File: src/rtl/mc_pkg.sv
`default_nettype none
// ============================================================================
// Module      : mc_pkg
// Description : State, opcode and datapath select encodings for mc_ctrl.
// Revision    : 1.0 - initial release
// ============================================================================
package mc_pkg;

    localparam logic [3:0] S_IF    = 4'd0;
    localparam logic [3:0] S_ID    = 4'd1;
    localparam logic [3:0] S_MADDR = 4'd2;
    localparam logic [3:0] S_MRD   = 4'd3;
    localparam logic [3:0] S_MWB   = 4'd4;
    localparam logic [3:0] S_MWR   = 4'd5;
    localparam logic [3:0] S_EX_R  = 4'd6;
    localparam logic [3:0] S_RWB   = 4'd7;
    localparam logic [3:0] S_BR    = 4'd8;
    localparam logic [3:0] S_JMP   = 4'd9;
    localparam logic [3:0] S_EX_I  = 4'd10;
    localparam logic [3:0] S_IWB   = 4'd11;

    localparam logic [5:0] OP_R    = 6'b000000;
    localparam logic [5:0] OP_LW   = 6'b100011;
    localparam logic [5:0] OP_SW   = 6'b101011;
    localparam logic [5:0] OP_BEQ  = 6'b000100;
    localparam logic [5:0] OP_BNE  = 6'b000101;
    localparam logic [5:0] OP_J    = 6'b000010;
    localparam logic [5:0] OP_ADDI = 6'b001000;

    localparam logic [1:0] SRCB_RT     = 2'b00;
    localparam logic [1:0] SRCB_FOUR   = 2'b01;
    localparam logic [1:0] SRCB_IMM    = 2'b10;
    localparam logic [1:0] SRCB_IMM_SH = 2'b11;

    localparam logic [1:0] ALU_ADD   = 2'b00;
    localparam logic [1:0] ALU_SUB   = 2'b01;
    localparam logic [1:0] ALU_FUNCT = 2'b10;

    localparam logic [1:0] PCS_ALU    = 2'b00;
    localparam logic [1:0] PCS_ALUOUT = 2'b01;
    localparam logic [1:0] PCS_JUMP   = 2'b10;

    // States in which the FSM waits on the memory/IO handshake.
    function automatic logic is_mem_state(input logic [3:0] s);
        return (s == S_IF) || (s == S_MRD) || (s == S_MWR);
    endfunction

endpackage
`default_nettype wire

File: src/rtl/mc_wait_cnt.sv
`default_nettype none
// ============================================================================
// Module      : mc_wait_cnt
// Description : Memory-stall counter; expire flags the last allowed stall.
// Revision    : 1.0 - initial release
// ============================================================================
module mc_wait_cnt #(
    parameter int unsigned WAIT_MAX = 15
) (
    input  logic clk,
    input  logic reset,
    input  logic clear,
    input  logic inc,
    output logic expire
);

    localparam int unsigned c_W = (WAIT_MAX < 2) ? 1 : $clog2(WAIT_MAX + 1);

    logic [c_W-1:0] r_count;

    // A stall that would bring the count to WAIT_MAX aborts the access.
    assign expire = inc && (r_count == c_W'(WAIT_MAX - 1));

    always_ff @(posedge clk) begin
        if (reset || clear) begin
            r_count <= '0;
        end else if (inc) begin
            r_count <= r_count + c_W'(1);
        end
    end

endmodule
`default_nettype wire

File: src/rtl/mc_ctrl.sv
`default_nettype none
// ============================================================================
// Module      : mc_ctrl
// Description : Multi-cycle Moore sequencer driving the CPU datapath controls.
// Revision    : 1.0 - initial release
// ============================================================================
module mc_ctrl
    import mc_pkg::*;
#(
    parameter int unsigned WAIT_MAX = 15,
    parameter int unsigned CNT_W    = 32
) (
    input  logic             clk,
    input  logic             reset,
    input  logic [5:0]       opcode,
    input  logic             zero,
    input  logic             MIO_ready,
    output logic             PCWrite,
    output logic             PCWriteCond,
    output logic             BranchNE,
    output logic             IorD,
    output logic             MemRead,
    output logic             MemWrite,
    output logic             CPU_MIO,
    output logic             IRWrite,
    output logic             RegDst,
    output logic             MemtoReg,
    output logic             RegWrite,
    output logic             ALUSrcA,
    output logic [1:0]       ALUSrcB,
    output logic [1:0]       ALUop,
    output logic [1:0]       PCSource,
    output logic [3:0]       state,
    output logic             illegal,
    output logic             timeout,
    output logic [CNT_W-1:0] retired
);

    logic [3:0]       r_state;
    logic [3:0]       w_next;
    logic             r_illegal;
    logic             r_timeout;
    logic [CNT_W-1:0] r_retired;
    logic             w_inc;
    logic             w_clear;
    logic             w_expire;
    logic             w_bad_op;
    logic             w_retire;
    logic             w_unused_zero;

    // The branch condition is resolved in the datapath, not here.
    assign w_unused_zero = zero;

    assign w_inc   = is_mem_state(r_state) && !MIO_ready;
    assign w_clear = (w_next != r_state) || w_expire;

    mc_wait_cnt #(
        .WAIT_MAX (WAIT_MAX)
    ) u_wait_cnt (
        .clk    (clk),
        .reset  (reset),
        .clear  (w_clear),
        .inc    (w_inc),
        .expire (w_expire)
    );

    always_comb begin
        w_next   = r_state;
        w_bad_op = 1'b0;
        w_retire = 1'b0;
        case (r_state)
            S_IF: begin
                if (MIO_ready) w_next = S_ID;
            end
            S_ID: begin
                case (opcode)
                    OP_R:           w_next = S_EX_R;
                    OP_LW, OP_SW:   w_next = S_MADDR;
                    OP_BEQ, OP_BNE: w_next = S_BR;
                    OP_J:           w_next = S_JMP;
                    OP_ADDI:        w_next = S_EX_I;
                    default: begin
                        w_next   = S_IF;
                        w_bad_op = 1'b1;
                    end
                endcase
            end
            S_MADDR: w_next = (opcode == OP_SW) ? S_MWR : S_MRD;
            S_MRD: begin
                if (MIO_ready)     w_next = S_MWB;
                else if (w_expire) w_next = S_IF;
            end
            S_MWR: begin
                if (MIO_ready) begin
                    w_next   = S_IF;
                    w_retire = 1'b1;
                end else if (w_expire) begin
                    w_next = S_IF;
                end
            end
            S_EX_R: w_next = S_RWB;
            S_EX_I: w_next = S_IWB;
            S_MWB, S_RWB, S_BR, S_JMP, S_IWB: begin
                w_next   = S_IF;
                w_retire = 1'b1;
            end
            default: w_next = S_IF;
        endcase
    end

    always_ff @(posedge clk) begin
        if (reset) begin
            r_state   <= S_IF;
            r_illegal <= 1'b0;
            r_timeout <= 1'b0;
            r_retired <= '0;
        end else begin
            r_state <= w_next;
            if (w_bad_op) r_illegal <= 1'b1;
            if (w_expire) r_timeout <= 1'b1;
            if (w_retire) r_retired <= r_retired + CNT_W'(1);
        end
    end

    // Outputs follow the state only; IF gates its loads with the handshake
    // and reset silences everything so an abandoned access issues no write.
    always_comb begin
        PCWrite     = 1'b0;
        PCWriteCond = 1'b0;
        BranchNE    = 1'b0;
        IorD        = 1'b0;
        MemRead     = 1'b0;
        MemWrite    = 1'b0;
        CPU_MIO     = 1'b0;
        IRWrite     = 1'b0;
        RegDst      = 1'b0;
        MemtoReg    = 1'b0;
        RegWrite    = 1'b0;
        ALUSrcA     = 1'b0;
        ALUSrcB     = SRCB_RT;
        ALUop       = ALU_ADD;
        PCSource    = PCS_ALU;
        if (!reset) begin
            case (r_state)
                S_IF: begin
                    MemRead = 1'b1;
                    CPU_MIO = 1'b1;
                    ALUSrcB = SRCB_FOUR;
                    IRWrite = MIO_ready;
                    PCWrite = MIO_ready;
                end
                S_ID: ALUSrcB = SRCB_IMM_SH;
                S_MADDR, S_EX_I: begin
                    ALUSrcA = 1'b1;
                    ALUSrcB = SRCB_IMM;
                end
                S_MRD: begin
                    IorD    = 1'b1;
                    MemRead = 1'b1;
                    CPU_MIO = 1'b1;
                end
                S_MWB: begin
                    MemtoReg = 1'b1;
                    RegWrite = 1'b1;
                end
                S_MWR: begin
                    IorD     = 1'b1;
                    MemWrite = 1'b1;
                    CPU_MIO  = 1'b1;
                end
                S_EX_R: begin
                    ALUSrcA = 1'b1;
                    ALUop   = ALU_FUNCT;
                end
                S_RWB: begin
                    RegDst   = 1'b1;
                    RegWrite = 1'b1;
                end
                S_BR: begin
                    ALUSrcA     = 1'b1;
                    ALUop       = ALU_SUB;
                    PCWriteCond = 1'b1;
                    PCSource    = PCS_ALUOUT;
                    BranchNE    = opcode[0];
                end
                S_JMP: begin
                    PCWrite  = 1'b1;
                    PCSource = PCS_JUMP;
                end
                S_IWB: RegWrite = 1'b1;
                default: ;
            endcase
        end
    end

    assign state   = r_state;
    assign illegal = r_illegal;
    assign timeout = r_timeout;
    assign retired = r_retired;

endmodule
`default_nettype wire

File: config.mk
export PLATFORM = sky130hd
export DESIGN_NAME = mc_ctrl
export DESIGN_NICKNAME = d
export VERILOG_FILES = /design/src/rtl/mc_pkg.sv /design/src/rtl/mc_wait_cnt.sv /design/src/rtl/mc_ctrl.sv
export SDC_FILE = /design/constraint.sdc
export NUM_CORES = 1
export LEC_CHECK = 0
export BUFFER_PORTS_ARGS = -buffer_cell sky130_fd_sc_hd__buf_2
export CORE_MARGIN = 2
export CORE_UTILIZATION = 48
export DETAILED_ROUTE_END_ITERATION = 10
export PLACE_DENSITY_LB_ADDON = 0.08
export SETUP_SLACK_MARGIN = 0.05
export SYNTH_ARGS = -nofsm -noshare
export SYNTH_HDL_FRONTEND = slang
export SYNTH_SLANG_ARGS = --single-unit
File: constraint.sdc
create_clock -name clk -period 2.2 [get_ports clk]
set_clock_uncertainty 0.2 [all_clocks]
set_input_delay 0.22 -clock clk [delete_from_list [all_inputs] [get_ports clk]]
set_output_delay 0.22 -clock clk [all_outputs]
set_load 0.03 [all_outputs]
# --- After elaboration in Yosys (flattened, before gate mapping) ---
# Index checks and enable logic that the tools add are counted.
classes:
  n_mux: 41
  add_sub_neg: 2
  reduce_logical: 19
  n_eq_ne: 19
op_table:
  columns: ["operator", "count"]
  rows:
  - ["32-bit by 1-bit adder with 32-bit output, second input constant", 1]
  - ["4-bit one-hot mux with 7 select lines", 1]
  - ["1-bit two-way mux", 26]
  - ["4-bit == test, second input constant", 5]
  - ["4-bit one-hot mux with 5 select lines", 1]
  - ["4-bit by 3-bit == test with 1-bit output, second input constant", 4]
  - ["4-bit two-way mux", 4]
  - ["6-bit by 3-bit == test with 1-bit output, second input constant", 2]
  - ["6-bit == test, second input constant", 2]
  - ["2-bit OR reduction", 5]
  - ["4-bit by 2-bit == test with 1-bit output, second input constant", 2]
  - ["2-bit one-hot mux with 2 select lines", 2]
  - ["7-bit OR reduction", 1]
  - ["6-bit by 2-bit == test with 1-bit output, second input constant", 1]
  - ["6-bit by 4-bit == test with 1-bit output, second input constant", 1]
  - ["6-bit logical NOT", 1]
  - ["2-bit two-way mux", 3]
  - ["2-bit one-hot mux with 3 select lines", 1]
  - ["3-bit OR reduction", 2]
  - ["5-bit OR reduction", 1]
  - ["4-bit by 1-bit adder with 4-bit output, second input constant", 1]
  - ["4-bit by 1-bit == test with 1-bit output, second input constant", 1]
  - ["4-bit logical NOT", 1]
  - ["1-bit logical OR", 4]
  - ["6 further kinds", 8]
totals:
  reg_bits: 42
  elab_cells: 86

# --- Depth between registers and ports, before layout ---
logic_depth:
  word_depth: 11
  mapped_depth: 7

# --- By module ---
# Synthesis repeated with hierarchy kept, for this count alone.
unflattened:
  cells_unflattened: 321
  area_unflattened_um2: 2552.4
modules_own_cells:
  columns: ["mod", "seq_area_each_um2", "area_each_um2", "cells_each", "n_inst"]
  rows:
  - ["mc_ctrl", 760.7, 2352.3, 302, 1]
  - ["mc_wait_cnt", 80.1, 200.2, 19, 1]

# --- Worst setup path after synthesis ---
# Ideal clock, no wire load.
synth_timing:
  kind: "flip-flop to output port"
  start: "register r_state[3] (netlist: state[3])"
  end: "output port PCWrite"
  path_stages_with_launch: 7
  path_slack_ns: -0.476
  t_required_ns: 1.780
  t_arrival_ns: 2.256
  path_cell_list: "dfxtp_1 > buf_6 > clkbuf_1 > nor2b_1 > nand2_1 > nor3_1 > or2_2"
synth_between:
  elab_chain_len: 3
synth_rtl:
  columns: ["item", "line_no", "source"]
  rows:
  - ["start: declaration", "mc_ctrl.sv:39", "logic [3:0] r_state;"]
  - ["start signal: assignment", "mc_ctrl.sv:118", "r_state <= w_next;"]
  - ["4-bit == test / 4-bit logical NOT (equally long branches)", "mc_ctrl.sv:144", "case (r_state)"]
  - ["1-bit one-hot mux with 2 select lines (*)", "mc_ctrl.sv:144", null]
  - ["1-bit two-way mux (*)", "mc_ctrl.sv:143", "if (!reset) begin"]
  - ["end: declaration", "mc_ctrl.sv:18", "output logic PCWrite,"]
# Every way passes the cells marked *; elsewhere a longest branch is shown, timed or not.

# --- Worst setup path in the final report ---
layout_timing:
  start: "register r_retired[11] (netlist: retired[11])"
  end: "register r_retired[31] (netlist: retired[31])"
layout_between:
  elab_chain_len: 1
layout_rtl:
  columns: ["item", "line_no", "source"]
  rows:
  - ["start: declaration", "mc_ctrl.sv:43", "logic [CNT_W-1:0] r_retired;"]
  - ["start signal: assignment", "mc_ctrl.sv:121", "if (w_retire) r_retired <= r_retired + CNT_W'(1);"]
  - ["32-bit by 1-bit adder with 32-bit output", "mc_ctrl.sv:121", null]
# No other way between the ends.
# A chain may end at the register's enable or synchronous reset.

==> results.toml <==
[drt]
route.detailed.drc = 0
via_per_inst = 5.60
detail_route.first_pass.iterations = 4
antenna_left = 0
via_count = 2565
wire_per_inst_um = 13.5
drtIter0Drc = 113
wirelength_mm = 6.18

[yosys]
synth-adder-area-share = 0.0151
synth_compound_area_frac = 0.115
yosys_warnings = 0
synth_cell_types = 46
syn_area_per_cell_sq_um = 7.92
synthCells = 314
synth_ff_type = "dfxtp_1"
synth_area_sq_um = 2490
synth_edf_count = 0
ys_async_sr_fraction = 0
ys_seq_area_frac = 0.338
synthesis.nets = 327
synth_top_family_by_area = "simple AND/OR/NAND/NOR gates"
ys_ff_latch = 42
synth_xor_area_frac = 0.0916
synth-simple-area-share = 0.368
synth_mux_area_frac = 0.0121

[timing]
rsz0062_at_grt = "yes"
min_period_ns = 2.15
setup_ws_ns = 0.0481
timing.final.crit_share = 0.978
worstMarginPinSlew_ns = 0.525
hold_viol = 0
setup_viol = 0
maxSlewHeadroom = 0.646
final_max_slew_viol_count = 0
fmax_ghz = 0.465

[finish]
syn_to_final_growth_pct = 29.4
mostFrequentLayoutCell = "buf_2"
nNetsFinal = 400
drive_above_1_share = 0.361
fin_util = 0.638
final_cell_mix = "63 x buf_2, 41 x nor2_1, 25 x dfxtp_1"
diodes = 0
nFillCells = 472

[worst_hold_path]
hold_path_class = "in2reg"

[worst_setup_path]
r2r-start = "retired[11]"
cp.depth = 5
critPathCapture = "retired[31]"
r2r_slack_ns = 0.05
r2r_end = "retired[31]"
worst_ep_arrival_time_ns = 2.18
path_buf_inv = 0
critPathCaptureType = "register"
crit_chain = "and4_4 -> nand4_4 -> or4_4 -> or4_4 -> a21oi_2"
cp_top_family = "simple AND/OR/NAND/NOR gates"
crit_required_ns = 2.23
path_max_fanout = 6
cp-start-kind = "register"
cpPeakStageDelay_ns = 0.53
slowest_stage = "or4_4"
path_class = "reg2reg"
cpMostUsedCell = "or4_4"
crit_start = "retired[11]"
rr_worst_depth = 5

[power_and_ir_drop]
powerDensity_nw_per_um2 = 438
power_mw = 1.41
ir_worst_vdd_uv = 489
p_leak_nw = 1.31

[grt]
grt_usage = 0.212
grt_pass1_wl_mm = 10.3
antenna_found_initial = 0
grt_pass1_vias = 2179
grt_max_degree = 44
globalRoute.totalOverflow = 0

[status]
run_status = "complete, no violations"

[placement]
place_congestion = 0.943
io_buffers = 64
place_ws_ns = 0.0596
dp_hpwl_mm = 4.46

[floorplan]
core_area_sq_um = 5040
die_w_um = 76.0
num_rows = 26
die_h_um = 76.0
io-pin-count = 66
die_area_sq_um = 5770
start_util = 0.493

[clock_tree]
insertion_delay_ns = 0.30
clockRootBuffer = "clkbuf_8"
htree_levels = 2
cts_made_buffers = 5
cts_max_path_buffers = 2
cts.clk_slew.worst_paths_ns = 0.08
cts_tree = "built"
clkSinkCount = 42

[run]
drv_cap = 0
==> per-layer routing <==
metal | up-vias | global-route usage | part of all wire
li1 | 1281 | - | -
met1 | 1207 | 0.312 | 0.50
met2 | 70 | 0.312 | 0.44
met3 | 7 | 0.0450 | 0.053
met4 | 0 | 0.0618 | 0.013
met5 | - | 0 | 0
==> worst register-to-register path, cell delays in order, from the launching register on <==
cell     delay (ns)
dfxtp_4        0.38
and4_4         0.25
nand4_4        0.11
or4_4          0.53
or4_4          0.50
a21oi_2        0.11
==> registers in the layout, indices dropped and copies added, names as in the netlist <==
name / cells
state: 4
illegal: 1
u_wait_cnt.r_count: 4
retired: 32
timeout: 1
==> how the worst min path moves through the flow <==
stage | from | to | cells past startpoint
2_1_floorplan | MIO_ready | state[0] | 3
3_3_place_gp | timeout | timeout | 2
3_5_place_dp | timeout | timeout | 2
4_1_cts | reset | state[2] | 3
5_1_grt | reset | state[2] | 3
6_report | opcode[3] | state[1] | 4
==> metrics by stage <==
step | hold WS (ns) | TNS (ns) | area, sq um | cells
after CTS | 0.163 | 0 | 3140 | 457
after floorplan | 0.224 | -0.294 | 2610 | 314
after global placement | 0.233 | 0 | 3030 | 448
after detailed placement | 0.235 | 0 | 3030 | 448
final | 0.196 | 0 | 3220 | 458
after global routing | 0.214 | -0.0263 | 3220 | 458
==> repair_timing <==
item,in CTS,in global routing
gates resized for setup,4,17
hold buffers,1,0
hold endpoints to repair,1,0
pin swaps,0,2
setup endpoints to repair,5,14
buffers inserted,0,1
==> where the power goes <==
group	switching, mW	internal (mW)
combinational	0.0942	0.0527
sequential	0.00575	0.755
clock	0.279	0.224
total	0.378	1.03
==> cell type report <==
| cell class | count | area, sq um | area share |
|---|---|---|---|
| multi-input combinational | 243 | 1610 | 0.501 |
| sequential | 42 | 882 | 0.274 |
| timing repair buffer | 87 | 517 | 0.161 |
| tap | 70 | 87.6 | 0.0272 |
| clock buffer | 5 | 68.8 | 0.0214 |
| inverter | 8 | 30.0 | 0.00933 |
| clock inverter | 3 | 18.8 | 0.00583 |
==> Yosys cell counts (2+ instances only) <==
master / instances / area, sq um
and3_1: 6 / 37.5
a22oi_1: 2 / 15.0
o21ai_0: 13 / 65.1
nand4_1: 9 / 56.3
a211oi_1: 2 / 15.0
a21oi_1: 17 / 85.1
a31oi_1: 3 / 18.8
buf_6: 3 / 33.8
xnor2_1: 20 / 175
nand2b_1: 4 / 25.0
nor4_1: 18 / 113
nor4b_1: 5 / 43.8
inv_1: 8 / 30.0
ha_1: 3 / 37.5
and2_1: 4 / 25.0
and4_1: 5 / 43.8
buf_4: 2 / 15.0
nor3_1: 15 / 75.1
buf_2: 3 / 15.0
nand4b_1: 2 / 17.5
xor2_1: 6 / 52.6
nor3b_1: 2 / 15.0
dfxtp_1: 42 / 841
or4_1: 3 / 22.5
nand3_1: 12 / 60.1
a22o_1: 2 / 17.5
or2_2: 3 / 18.8
buf_1: 3 / 11.3
or3_1: 10 / 62.6
clkbuf_4: 2 / 15.0
nor2_1: 41 / 154
nand2_1: 18 / 67.6
mux2i_1: 3 / 30.0
clkbuf_1: 8 / 30.0
nor2b_1: 4 / 25.0
==> cell families (layout without fill, tap and decap cells) <==
logic type / after synthesis / after routing
flops: 42 / 42
buf+inv: 29 / 103
fa+ha+maj: 3 / 3
compound gates: 46 / 46
xor+xnor: 26 / 26
simple gates: 165 / 165
mux: 3 / 3
Note: power is estimated with default switching activity, not from simulation.
